===== src/rtl/vproj_pkg.sv =====
// Shared definitions for the projection-weight loaders and SRAM wrappers.
package vproj_pkg;

   localparam int unsigned VPROJ_DEPTH  = 128;
   localparam int unsigned VPROJ_ADDR_W = 7;
   localparam int unsigned VPROJ_ROW_W  = 128;
   localparam int unsigned FP32_W       = 32;

   typedef enum logic [1:0] {
      IDLE  = 2'd0,
      FILL  = 2'd1,
      WRITE = 2'd2,
      FIN   = 2'd3
   } loader_state_t;

endpackage


===== src/rtl/vproj_mem_loader_row_packer.sv =====
// row_packer: assembles WPR words of WORD_W bits into one ROW_W-bit row.
// Word lane k occupies row[WORD_W*k +: WORD_W]; lane 0 sits in the LSBs.
// Shared by the K/Q/V projection loaders.
module row_packer #(
   parameter int unsigned ROW_W  = 128,
   parameter int unsigned WORD_W = 32,
   parameter int unsigned WPR    = ROW_W / WORD_W,
   parameter int unsigned LANE_W = $clog2(WPR)
) (
   input  logic              clk,
   input  logic              rst_n,
   input  logic              load,
   input  logic              clear,
   input  logic [LANE_W-1:0] lane,
   input  logic [WORD_W-1:0] word,
   output logic [ROW_W-1:0]  row
);

   // Insert the incoming word into its lane; clear discards a partial row.
   always_ff @(posedge clk or negedge rst_n) begin
      if (!rst_n) begin
         row <= '0;
      end else if (clear) begin
         row <= '0;
      end else if (load) begin
         for (int unsigned i = 0; i < WPR; i++) begin
            if (lane == LANE_W'(i)) begin
               row[i*WORD_W +: WORD_W] <= word;
            end
         end
      end
   end

endmodule


===== src/rtl/vproj_mem_loader.sv =====
// vproj_mem_loader: write-side master for the V-projection weight SRAM init
// port. Packs WPR input words per row, writes rows 0..DEPTH-1 in order and
// pulses done after the last row. init_en is held while a load is running so
// the SRAM address mux stays on the init port.
module vproj_mem_loader
   import vproj_pkg::*;
#(
   parameter int unsigned DEPTH  = VPROJ_DEPTH,
   parameter int unsigned ADDR_W = VPROJ_ADDR_W,
   parameter int unsigned ROW_W  = VPROJ_ROW_W,
   parameter int unsigned WORD_W = FP32_W,
   parameter int unsigned WPR    = ROW_W / WORD_W
) (
   input  logic              clk,
   input  logic              rst_n,
   input  logic              start,
   input  logic              abort,
   input  logic              in_valid,
   input  logic [WORD_W-1:0] in_data,
   output logic              in_ready,
   output logic              init_en,
   output logic              init_we_n,
   output logic [ADDR_W-1:0] init_addr,
   output logic [ROW_W-1:0]  init_din,
   output logic              busy,
   output logic              done
);

   localparam int unsigned LANE_W = $clog2(WPR);

   if (ADDR_W != $clog2(DEPTH)) begin : g_chk_addr
      $error("vproj_mem_loader: ADDR_W must equal clog2(DEPTH)");
   end
   if (WPR * WORD_W != ROW_W) begin : g_chk_wpr
      $error("vproj_mem_loader: WPR must equal ROW_W/WORD_W");
   end

   loader_state_t     state;
   logic [ADDR_W-1:0] row_cnt;
   logic [LANE_W-1:0] word_cnt;
   logic              we_n_q;
   logic              accept;
   logic              last_beat;
   logic              last_row;
   logic              pk_load;
   logic              pk_clear;

   // Beat handshake and packer control.
   always_comb begin
      accept    = in_valid & in_ready;
      last_beat = (word_cnt == LANE_W'(WPR - 1));
      last_row  = (row_cnt == ADDR_W'(DEPTH - 1));
      pk_load   = (state == FILL) & accept & ~abort;
      pk_clear  = abort & ((state == FILL) | (state == WRITE));
   end

   // Row assembly register; its output is the registered init_din.
   row_packer #(
      .ROW_W  (ROW_W),
      .WORD_W (WORD_W),
      .WPR    (WPR),
      .LANE_W (LANE_W)
   ) u_row_packer (
      .clk   (clk),
      .rst_n (rst_n),
      .load  (pk_load),
      .clear (pk_clear),
      .lane  (word_cnt),
      .word  (in_data),
      .row   (init_din)
   );

   // Control FSM; every output register is loaded with its next-state value.
   always_ff @(posedge clk or negedge rst_n) begin
      if (!rst_n) begin
         state     <= IDLE;
         row_cnt   <= '0;
         word_cnt  <= '0;
         in_ready  <= 1'b0;
         init_en   <= 1'b0;
         we_n_q    <= 1'b1;
         init_addr <= '0;
         busy      <= 1'b0;
         done      <= 1'b0;
      end else begin
         done   <= 1'b0;
         we_n_q <= 1'b1;
         unique case (state)
            IDLE: begin
               if (start && !abort) begin
                  state    <= FILL;
                  row_cnt  <= '0;
                  word_cnt <= '0;
                  in_ready <= 1'b1;
                  init_en  <= 1'b1;
                  busy     <= 1'b1;
               end
            end
            FILL: begin
               if (abort) begin
                  state    <= IDLE;
                  word_cnt <= '0;
                  in_ready <= 1'b0;
                  init_en  <= 1'b0;
                  busy     <= 1'b0;
               end else if (accept) begin
                  if (last_beat) begin
                     state     <= WRITE;
                     word_cnt  <= '0;
                     in_ready  <= 1'b0;
                     we_n_q    <= 1'b0;
                     init_addr <= row_cnt;
                  end else begin
                     word_cnt <= word_cnt + 1'b1;
                  end
               end
            end
            WRITE: begin
               if (abort) begin
                  state    <= IDLE;
                  word_cnt <= '0;
                  in_ready <= 1'b0;
                  init_en  <= 1'b0;
                  busy     <= 1'b0;
               end else if (last_row) begin
                  state   <= FIN;
                  init_en <= 1'b0;
                  busy    <= 1'b0;
                  done    <= 1'b1;
               end else begin
                  state    <= FILL;
                  row_cnt  <= row_cnt + 1'b1;
                  in_ready <= 1'b1;
               end
            end
            FIN: begin
               state <= IDLE;
            end
            default: begin
               state <= IDLE;
            end
         endcase
      end
   end

   // The write strobe is registered, but an abort arriving in the WRITE cycle
   // itself must still cancel that write, so abort gates it directly.
   assign init_we_n = we_n_q | abort;

endmodule


===== config.mk =====
export PLATFORM = sky130hd
export DESIGN_NAME = vproj_mem_loader
export DESIGN_NICKNAME = d
export VERILOG_FILES = /design/src/rtl/vproj_pkg.sv /design/src/rtl/vproj_mem_loader_row_packer.sv /design/src/rtl/vproj_mem_loader.sv
export SDC_FILE = /design/constraint.sdc
export NUM_CORES = 1
export LEC_CHECK = 0
export CAP_MARGIN = 10
export CORE_MARGIN = 5
export CORE_UTILIZATION = 25
export DETAILED_ROUTE_END_ITERATION = 12
export PLACE_DENSITY = 0.57
export SETUP_SLACK_MARGIN = 0.3
export SLEW_MARGIN = 20
export SYNTH_ARGS = -nofsm -noshare
export SYNTH_HDL_FRONTEND = slang
export SYNTH_SLANG_ARGS = --single-unit

===== constraint.sdc =====
create_clock -name clk -period 4.7 [get_ports clk]
set_clock_uncertainty 0.1 [all_clocks]
set_input_delay 0.705 -clock clk [delete_from_list [all_inputs] [get_ports clk]]
set_output_delay 0.705 -clock clk [all_outputs]
set_load 0.02 [all_outputs]

==> impl_results.md, run 1 <==
* Status: completed
* Final setup viols at 0
* Highest clock rate at 330 MHz
* Fill count at 2,538
* Syn Inst Count at 692
* CTS tree: done
* Layout net count at 895
* Post-Syn Area at 6260 sq um
* Post-DP HPWL at 13,000 microns
* Area added between synthesis and finish at 42.9%
* Yosys Warn Count at 0
* Synth Net Count at 739
* Static leakage at 0.00373 uW
* First-pass GRT wire length at 31,000 microns
* Buffers on Ports at 176
* Final hold violations at 0
* Width of the die at 168 microns
* MaxCap Viol Count at 0
* Crit path required time at 3.89 ns
* Cell chain of the critical path: clkdlybuf4s50_1 -> or2_2 -> clkdlybuf4s50_1
* HP Class: input pin to asynchronous set/reset pin
* Root Driver: clkbuf_16
* Max-slew violation count at 0
* R2R depth at 7
* Worst reg2reg startpoint: state[1]
* Worst skew pair latency at 0.42 ns
* Worst reg-to-reg setup slack at 2.14 ns
* Post-synth cell types at 40
* Reg clk slew, reported paths at 0.06 ns
* RSZ-0062 raised after global routing: no
* Antenna Nets Post-Route at 0
* # rows at 58
* N_diodes at 0
* Residual DRC count at 0
* Num CTS Buffers at 17
* Worst setup margin at 1.67 ns
* Tot GR Track Use at 0.139
* Slowest stage cell, crit path: clkdlybuf4s50_1
* Setup TNS at 0 ns
* Initial antenna violation count at 0
* Die H at 168 microns
* Critical Path Source Type: input pin
* Final period util at 0.644
* Initial Util at 0.251
* Top cell by count, worst path: clkdlybuf4s50_1
* Sequential share of the synthesized area at 0.600
* Critical Path Max Stage Delay at 0.60 ns
* Asr flop ratio synth at 1.00
* Core area at 24,900 sq um
* Final worst path period need at 3.03 ns
* Total vias in the final route at 5,279
* Synthesized area per cell at 9.04 sq um
* Worst-path fanout max at 12
* Routed wire length per instance at 16.7 microns
* Sink Count at 150
* H-tree Lvls at 4
* Post-Route WL at 19,800 microns
* Gates resized, CTS repair at 0
* Largest buffer count on any clock path at 2
* Critical path type: input pin to output port
* Power, Total at 4190 uW
* Element type at the critical path end: output port
* Peak supply drop at 0.433 mV
* FF-to-FF End: u_row_packer.row[30]
* Pre-CTS setup slack at 1.47 ns
* Top_reg_cell synth: dfrtp_1
* Seq cells post-synth at 150
* Drt pass-1 iters at 4
* Fraction of layout instances using a drive strength above 1 at 0.0616
* Post-CTS setup repair buffer count at 0
* Worst-Margin Slew at 0.952 ns
* Avg Vias per Cell at 4.43
* Die footprint at 28,300 sq um
* Hold buffer count at CTS at 0
* I/O pin count at 177
* Pwr per Cell Area at 469 nW/um^2
* Rel. slew slack at 0.366
* GP Congestion at 0.766
* Initial drt markers at 387
* Post-synth EDFFs at 0
* CP Data Arrival Time at 2.22 ns
* Pin count of the biggest net entering global routing at 123
* GR Overflow Total at 0
* Vias in the first global route at 5,280
## critical path, delay by kind of cell
family                 cells  cell delay (ns)
and+or+nand+nor            1             0.38
buffers and inverters      2             1.14
## synth_stat cells (all sizes together) (2+ instances only)
master,count,area (sq um)
mux2,2,26.3
o21ai,6,30.0
and3,3,23.8
or4,4,33.8
ha,10,125
buf,23,125
and2,7,43.8
nand2b,3,18.8
clkbuf,25,95.1
a21oi,135,676
mux2i,2,20.0
dfrtp,149,3730
nor2,7,26.3
a32o,2,20.0
a211oi,2,15.0
inv,8,30.0
nand3,2,10.0
nand2,287,1080
or2,2,12.5
a31oi,2,12.5
## power breakdown
part	leakage (uW)	switching, uW	internal [uW]	total [uW]
clock	0.000304	557	921	1480
sequential	0.00207	107	1450	1560
combinational	0.00135	694	460	1150
## placed cells by master, fill, tap and decap left out, drive strengths merged, types with 2 or more instances in the layout
cell type / instances
nor2: 7
buf: 10
a32o: 2
ha: 10
nand3: 2
and3: 3
clkinvlp: 2
bufinv: 4
a31oi: 2
clkinv: 3
inv: 10
nand2b: 3
clkdlybuf4s50: 175
o21ai: 6
a21oi: 135
or2: 2
a211oi: 2
mux2: 2
or4: 4
mux2i: 2
clkbuf: 21
nand2: 287
dfrtp: 149
and2: 7
## metrics by stage
step / cells / cell area [sq um] / hold slack (ns) / utilization
after floorplan: 692 / 6260 / 0.309 / -
after global placement: 1159 / 8310 / 0.361 / 0.334
after global routing: 1191 / 8940 / 0.354 / 0.359
after CTS: 1191 / 8940 / 0.328 / 0.359
after detailed placement: 1159 / 8310 / 0.364 / 0.334
final: 1191 / 8940 / 0.263 / 0.359
## routing by layer
metal	up-vias	GRT usage	wire length, microns
met5	-	0	0
met4	0	0.0423	286
met3	19	0.0326	1060
met2	140	0.221	9500
met1	2559	0.189	9000
li1	2561	-	-
## how the worst max path moves through the flow
stage	from	end
floorplan	abort	row_cnt[4]
finish	abort	init_we_n
detailed placement	abort	u_row_packer.row[30]
CTS	abort	init_we_n
global route	abort	init_we_n
global placement	abort	u_row_packer.row[51]
## kinds of logic (layout without fill, tap and decap cells)
kind of cell,count (synthesis),in the layout,synth area share
multiplexers,4,4,0.00740
flip-flops,150,150,0.600
AO/OA/AOI/OAI,151,151,0.126
buffers and inverters,56,225,0.0400
adder cells (fa/ha/maj),10,10,0.0200
AND/OR/NAND/NOR,321,321,0.206
## registers in the layout, summed over array words and instances, names as in the netlist
signal / flops
busy: 1
done: 1
in_ready: 1
init_addr: 7
row_cnt: 7
state: 2
u_row_packer.row: 128
we_n_q: 1
word_cnt: 2
## layout make-up
| class | instances | area, sq um | share of cell area |
|---|---|---|---|
| tap | 330 | 413 | 0.0462 |
| clock inverter | 11 | 171 | 0.0192 |
| inverter | 8 | 30.0 | 0.00336 |
| multi-input combinational | 486 | 2260 | 0.252 |
| sequential | 150 | 3750 | 0.420 |
| clock buffer | 21 | 460 | 0.0515 |
| timing repair buffer | 185 | 1860 | 0.208 |
(Power assumes the default switching activity.)
==> run 2, diff against run 1 <==
--- a/config.mk
+++ b/config.mk
@@ -9,7 +9,7 @@
 export CORE_MARGIN = 5
 export CORE_UTILIZATION = 25
 export DETAILED_ROUTE_END_ITERATION = 12
-export PLACE_DENSITY = 0.57
+export PLACE_DENSITY = 0.59
 export SETUP_SLACK_MARGIN = 0.3
 export SLEW_MARGIN = 20
 export SYNTH_ARGS = -nofsm -noshare
==> constraint.sdc (replaced) <==
create_clock -name clk -period 2.72 [get_ports clk]
set_clock_uncertainty 0.1 [all_clocks]
set_input_delay 0.408 -clock clk [delete_from_list [all_inputs] [get_ports clk]]
set_output_delay 0.408 -clock clk [all_outputs]
set_load 0.02 [all_outputs]
==> run 2 against run 1 <==
Against the previous run: sequential power is 72% higher; cell count is 1.0% higher; largest power group unchanged; combinational power is 78% higher; final area is 0.97% higher; total power is 68% higher; wire length is 0.25% higher; sequential share of layout area is 0.40 points lower; critical endpoint unchanged; critical path type unchanged; critical path depth stayed put; highest routed layer unchanged; sequential cell count stayed put; setup slack worse by 1.1 ns.
==> impl_results.md, run 2 (synthesized netlist as in run 1, its figures left out) <==
* Status: completed
* Element type at the critical path end: output port
* Largest registers: u_row_packer.row: 128 flops, init_addr: 7 flops, row_cnt: 7 flops
* Worst reg2reg startpoint: state[0]
* GR Overflow Total at 0
* Worst-path fanout max at 2
* Die footprint at 28,300 sq um
* Peak supply drop at 0.478 mV
* Commonest non-fill, non-tap cell in the layout: nand2_1
* Largest buffer count on any clock path at 2
* Crit path from: abort
* Max FFs per register at 128
* Power, Total at 7050 uW
* Fill count at 2,537
* Initial drt markers at 400
* Reg clk slew, reported paths at 0.06 ns
* CP Data Arrival Time at 1.65 ns
* HP Class: flop to flop
* N_diodes at 0
* Vias in the first global route at 5,299
* Worst reg-to-reg setup slack at 0.60 ns
* Width of the die at 168 microns
* Pwr per Cell Area at 781 nW/um^2
* Routed wire length per instance at 16.5 microns
* Hold buffer count at CTS at 1
* Final hold violations at 0
* I/O pin count at 177
* CP endpoint: init_we_n
* Tot GR Track Use at 0.142
* Area added between synthesis and finish at 44.3%
* GP Congestion at 0.793
* R2R depth at 6
* Layout net count at 907
* Total vias in the final route at 5,341
* Num CTS Buffers at 17
* Sw Ratio at 0.329
* FF-to-FF End: word_cnt[1]
* Cell Int Power at 4730 uW
* Worst-Margin Slew at 0.550 ns
* H-tree Lvls at 4
* Max-slew violation count at 0
* Antenna Nets Post-Route at 0
* Initial antenna violation count at 0
* Fraction of layout instances using a drive strength above 1 at 0.0733
* Post-Route WL at 19,900 microns
* Rel. slew slack at 0.634
* Psw at 2320 uW
* Sink Count at 150
* Most frequent cells in the layout: nand2_1 (287), clkdlybuf4s50_1 (175), dfrtp_1 (149), a21oi_1 (135), clkbuf_16 (17)
* Reg with most FFs: u_row_packer.row
* MaxCap Viol Count at 0
* Final setup viols at 0
* Seq pwr share at 0.382
* Pin count of the biggest net entering global routing at 57
* Critical path type: input pin to output port
* Setup TNS at 0 ns
* Avg Vias per Cell at 4.44
* Initial Util at 0.251
* # rows at 58
* Buffers on Ports at 176
* Root Driver: clkbuf_16
* Crit path required time at 2.21 ns
* Post-DP HPWL at 13,500 microns
* Residual DRC count at 0
* Worst skew pair latency at 0.41 ns
* Clock power frac at 0.327
* Final period util at 0.794
* Drt pass-1 iters at 5
* Core area at 24,900 sq um
* Final worst path period need at 2.16 ns
* CTS tree: done
* Gate power share at 0.290
* Die H at 168 microns
* Post-CTS setup repair buffer count at 0
* Highest clock rate at 463 MHz
* RSZ-0062 raised after global routing: no
* Static leakage at 0.00378 uW
* Critical Path Source Type: input pin
* First-pass GRT wire length at 31,700 microns
* Gates resized, CTS repair at 0
## run 2: cell types whose count changed in the layout (fill, tap and decap cells not counted)
cell           previous run  this run
bufinv_16                 4         2
buf_12                    2         6
clkinvlp_4                2         3
clkinv_2                  2         4
clkbuf_8                  2         1
inv_6                     2         1
buf_4                     7        14
clkinv_4                  1         2
dlygate4sd3_1             0         1
## run 2: how the worst min path moves through the flow
| stage | start | to | cells after the start | slack [ns] |
|---|---|---|---|---|
| floorplan | rst_n | busy | 0 | 0.01 |
| global placement | rst_n | u_row_packer.row[6] | 1 | 0.33 |
| detailed placement | rst_n | u_row_packer.row[6] | 1 | 0.33 |
| finish | init_addr[5] | init_addr[5] | 2 | 0.38 |
| global route | init_addr[6] | init_addr[6] | 2 | 0.43 |
| CTS | init_addr[5] | init_addr[5] | 2 | 0.38 |
## run 2: final cells by class
class                           count  area, sq um  area share
Inverter                            8         30.0     0.00333
Sequential cell                   150         3750       0.416
Timing Repair Buffer              197         2000       0.221
Clock buffer                       20          447      0.0495
Multi-Input combinational cell    486         2260       0.250
Clock inverter                     12          129      0.0143
Tap cell                          330          413      0.0457
## run 2: worst max-delay path: stages
cell and delay (ns):
clkdlybuf4s50_1 0.41, or2_2 0.29, clkdlybuf4s50_1 0.54
## run 2: metal layers
layer | part of all wire | GRT usage | vias up
met5 | 0 | 0 | -
met4 | 0.010 | 0.0300 | 0
met3 | 0.056 | 0.0394 | 9
met2 | 0.48 | 0.234 | 145
met1 | 0.45 | 0.188 | 2608
li1 | - | - | 2579
## run 2: per-stage QoR
step / setup slack [ns] / util / hold slack [ns] / std cells / area, sq um
6_report: 0.560 / 0.363 / 0.382 / 1203 / 9030
3_5_place_dp: 0.361 / 0.339 / 0.327 / 1170 / 8440
3_3_place_gp: 0.383 / 0.339 / 0.334 / 1170 / 8440
2_1_floorplan: 0.750 / - / 0.0124 / 692 / 6260
5_1_grt: 0.433 / 0.363 / 0.429 / 1203 / 9030
4_1_cts: 0.544 / 0.363 / 0.381 / 1203 / 9030
## run 2: power groups by stage
stage	Clock, uW	Sequential [uW]	Combinational [uW]
floorplan	0	3020	789
global placement	0	2730	2050
detailed placement	0	2740	2070
CTS	2400	2700	2070
global route	2510	2730	2220
finish	2310	2690	2050
==> run 3, diff against run 2 <==
==> constraint.sdc (replaced) <==
create_clock -name clk -period 1.9 [get_ports clk]
set_clock_uncertainty 0.1 [all_clocks]
set_input_delay 0.285 -clock clk [delete_from_list [all_inputs] [get_ports clk]]
set_output_delay 0.285 -clock clk [all_outputs]
set_load 0.02 [all_outputs]
==> run 3 against run 2 <==
Against the previous run: the run now ends with negative setup slack left; clock-buffer cell count is 2 lower; clock power is 58% higher; total power is 53% higher; final area is 9.7% higher; sequential cell count stayed put; via count is 3.2% higher; wire length is 8.5% higher; critical path depth is 3 higher; utilization is 3.5 points higher; register-to-register slack worse by 0.61 ns; sequential power is 42% higher; largest power group unchanged.
==> impl_results.md, run 3 (synthesized netlist as in run 1, its figures left out) <==
* Initial Util at 0.251
* Status: complete, but fails checks
* Final period util at 1.01
* Hold_ws at 0.233 ns
* Largest registers: u_row_packer.row: 128 flops, init_addr: 7 flops, row_cnt: 7 flops
* Pin count of the biggest net entering global routing at 75
* Area added between synthesis and finish at 58.2%
* Pwr per Cell Area at 1090 nW/um^2
* Pre-CTS setup slack at -0.269 ns
* Placed Area at 8790 sq um
* Violated checks: negative setup slack
* RSZ-0062 raised after global routing: yes
* Worst skew pair latency at 0.43 ns
* Layout Cells excl Fill at 1,239
* HP Class: input pin to asynchronous set/reset pin
* Layout net count at 943
* Element type at the critical path end: flop
* Vias in the first global route at 5,425
* Rel. slew slack at 0.748
* Final worst path period need at 1.91 ns
* MaxCap Viol Count at 0
* Drt pass-1 iters at 4
* Sink Count at 150
* Most frequent cells in the layout: nand2_1 (278), dfrtp_1 (149), a21oi_1 (124), dlymetal6s2s_1 (76), dlygate4sd2_1 (55)
* Largest buffer count on any clock path at 2
* # rows at 58
* Critical path type: flop to flop
* Commonest non-fill, non-tap cell in the layout: nand2_1
* H-tree Lvls at 4
* CTS tree: done
* Max-slew violation count at 0
* Initial drt markers at 356
* Die H at 168 microns
* I/O pin count at 177
* Post-DP HPWL at 13,600 microns
* N_diodes at 0
* FF-to-FF End: row_cnt[4]
* Core area at 24,900 sq um
* Highest clock rate at 523 MHz
* Num CTS Buffers at 17
* Final setup viols at 1
* Tot GR Track Use at 0.142
* Fill count at 2,439
* Root Driver: clkbuf_16
* CP endpoint: row_cnt[4]
* Fraction of layout instances using a drive strength above 1 at 0.155
* Buffers on Ports at 176
* GP Congestion at 0.759
* Reg clk slew, reported paths at 0.06 ns
* Worst reg2reg startpoint: state[1]
* Peak supply drop at 1.12 mV
* R2R depth at 6
* Placed Instances at 1,194
* Worst-path fanout max at 5
* Initial antenna violation count at 0
* Residual DRC count at 0
* Worst setup margin at -0.0131 ns
* Static leakage at 0.00576 uW
* Critical Path Source Type: flop
* Final hold violations at 0
* Crit path required time at 2.16 ns
* Width of the die at 168 microns
* Post-Route WL at 21,600 microns
* Avg Vias per Cell at 4.45
* Crit path from: state[1]
* Setup TNS at -0.0131 ns
* Total vias in the final route at 5,511
* Max FFs per register at 128
* Worst-Margin Slew at 0.378 ns
* First-pass GRT wire length at 31,700 microns
* CP Data Arrival Time at 2.17 ns
* Fin area at 9900 sq um
* Reg with most FFs: u_row_packer.row
* Antenna Nets Post-Route at 0
* Die footprint at 28,300 sq um
* Routed wire length per instance at 17.4 microns
* GR Overflow Total at 0
* Worst reg-to-reg setup slack at -0.01 ns
-- run 3: cell count changes in the layout (fill, tap and decap cells not counted), moves of 10 or more --
cell | before | now
clkdlybuf4s50_1 | 175 | 40
a21oi_1 | 135 | 124
a21oi_2 | 0 | 11
dlymetal6s2s_1 | 0 | 76
buf_12 | 6 | 16
dlygate4sd2_1 | 0 | 55
buf_4 | 14 | 30
-- run 3: report_power, final --
group / total (uW) / switching (uW) / internal (uW)
sequential: 3830 / 237 / 3590
clock: 3650 / 1440 / 2210
combinational: 3330 / 1940 / 1380
total: 10800 / 3620 / 7190
-- run 3: metal layers --
layer,wire length (microns),share of wire,track usage,vias up
met3,1300,0.060,0.0406,21
li1,-,-,-,2665
met1,9700,0.45,0.188,2672
met5,0,0,0,-
met2,10200,0.47,0.227,153
met4,373,0.017,0.0406,0
-- run 3: cell type report --
type	count	area (sq um)	share of cell area
Clock buffer	18	429	0.0434
Clock inverter	14	199	0.0201
Inverter	8	32.5	0.00329
Multi-Input combinational cell	487	2460	0.248
Sequential cell	150	3750	0.379
Tap cell	330	413	0.0417
Timing Repair Buffer	232	2620	0.264
-- run 3: metrics by stage --
step | utilization | power, uW
floorplan | - | 5510
global placement | 0.353 | 7080
detailed placement | 0.353 | 7130
CTS | 0.379 | 10800
global route | 0.398 | 11400
finish | 0.398 | 10800
-- run 3: worst min path at each step --
stage	start	endpoint	slack (ns)	depth (start not counted)
after global placement	rst_n	u_row_packer.row[88]	0.11	1
after floorplan	rst_n	busy	-0.11	0
after CTS	rst_n	u_row_packer.row[88]	0.23	2
final	rst_n	u_row_packer.row[88]	0.23	2
after global routing	rst_n	u_row_packer.row[88]	0.25	2
after detailed placement	rst_n	u_row_packer.row[88]	0.11	1
-- run 3: timing repair --
item / CTS / global route
resized for setup: 85 / 106
gates cloned: 0 / 6
hold buffers: 1 / 0
buffers inserted: 4 / 2
setup endpoints to repair: 287 / 233
hold endpoints to repair: 32 / 0
pin swaps: 15 / 10
-- run 3: critical path: stages, from the launching register on --
cell     delay, ns
dfrtp_1       0.38
inv_2         0.08
ha_4          0.16
and2b_4       0.18
or4_4         0.47
or4_1         0.40
o21ai_1       0.08
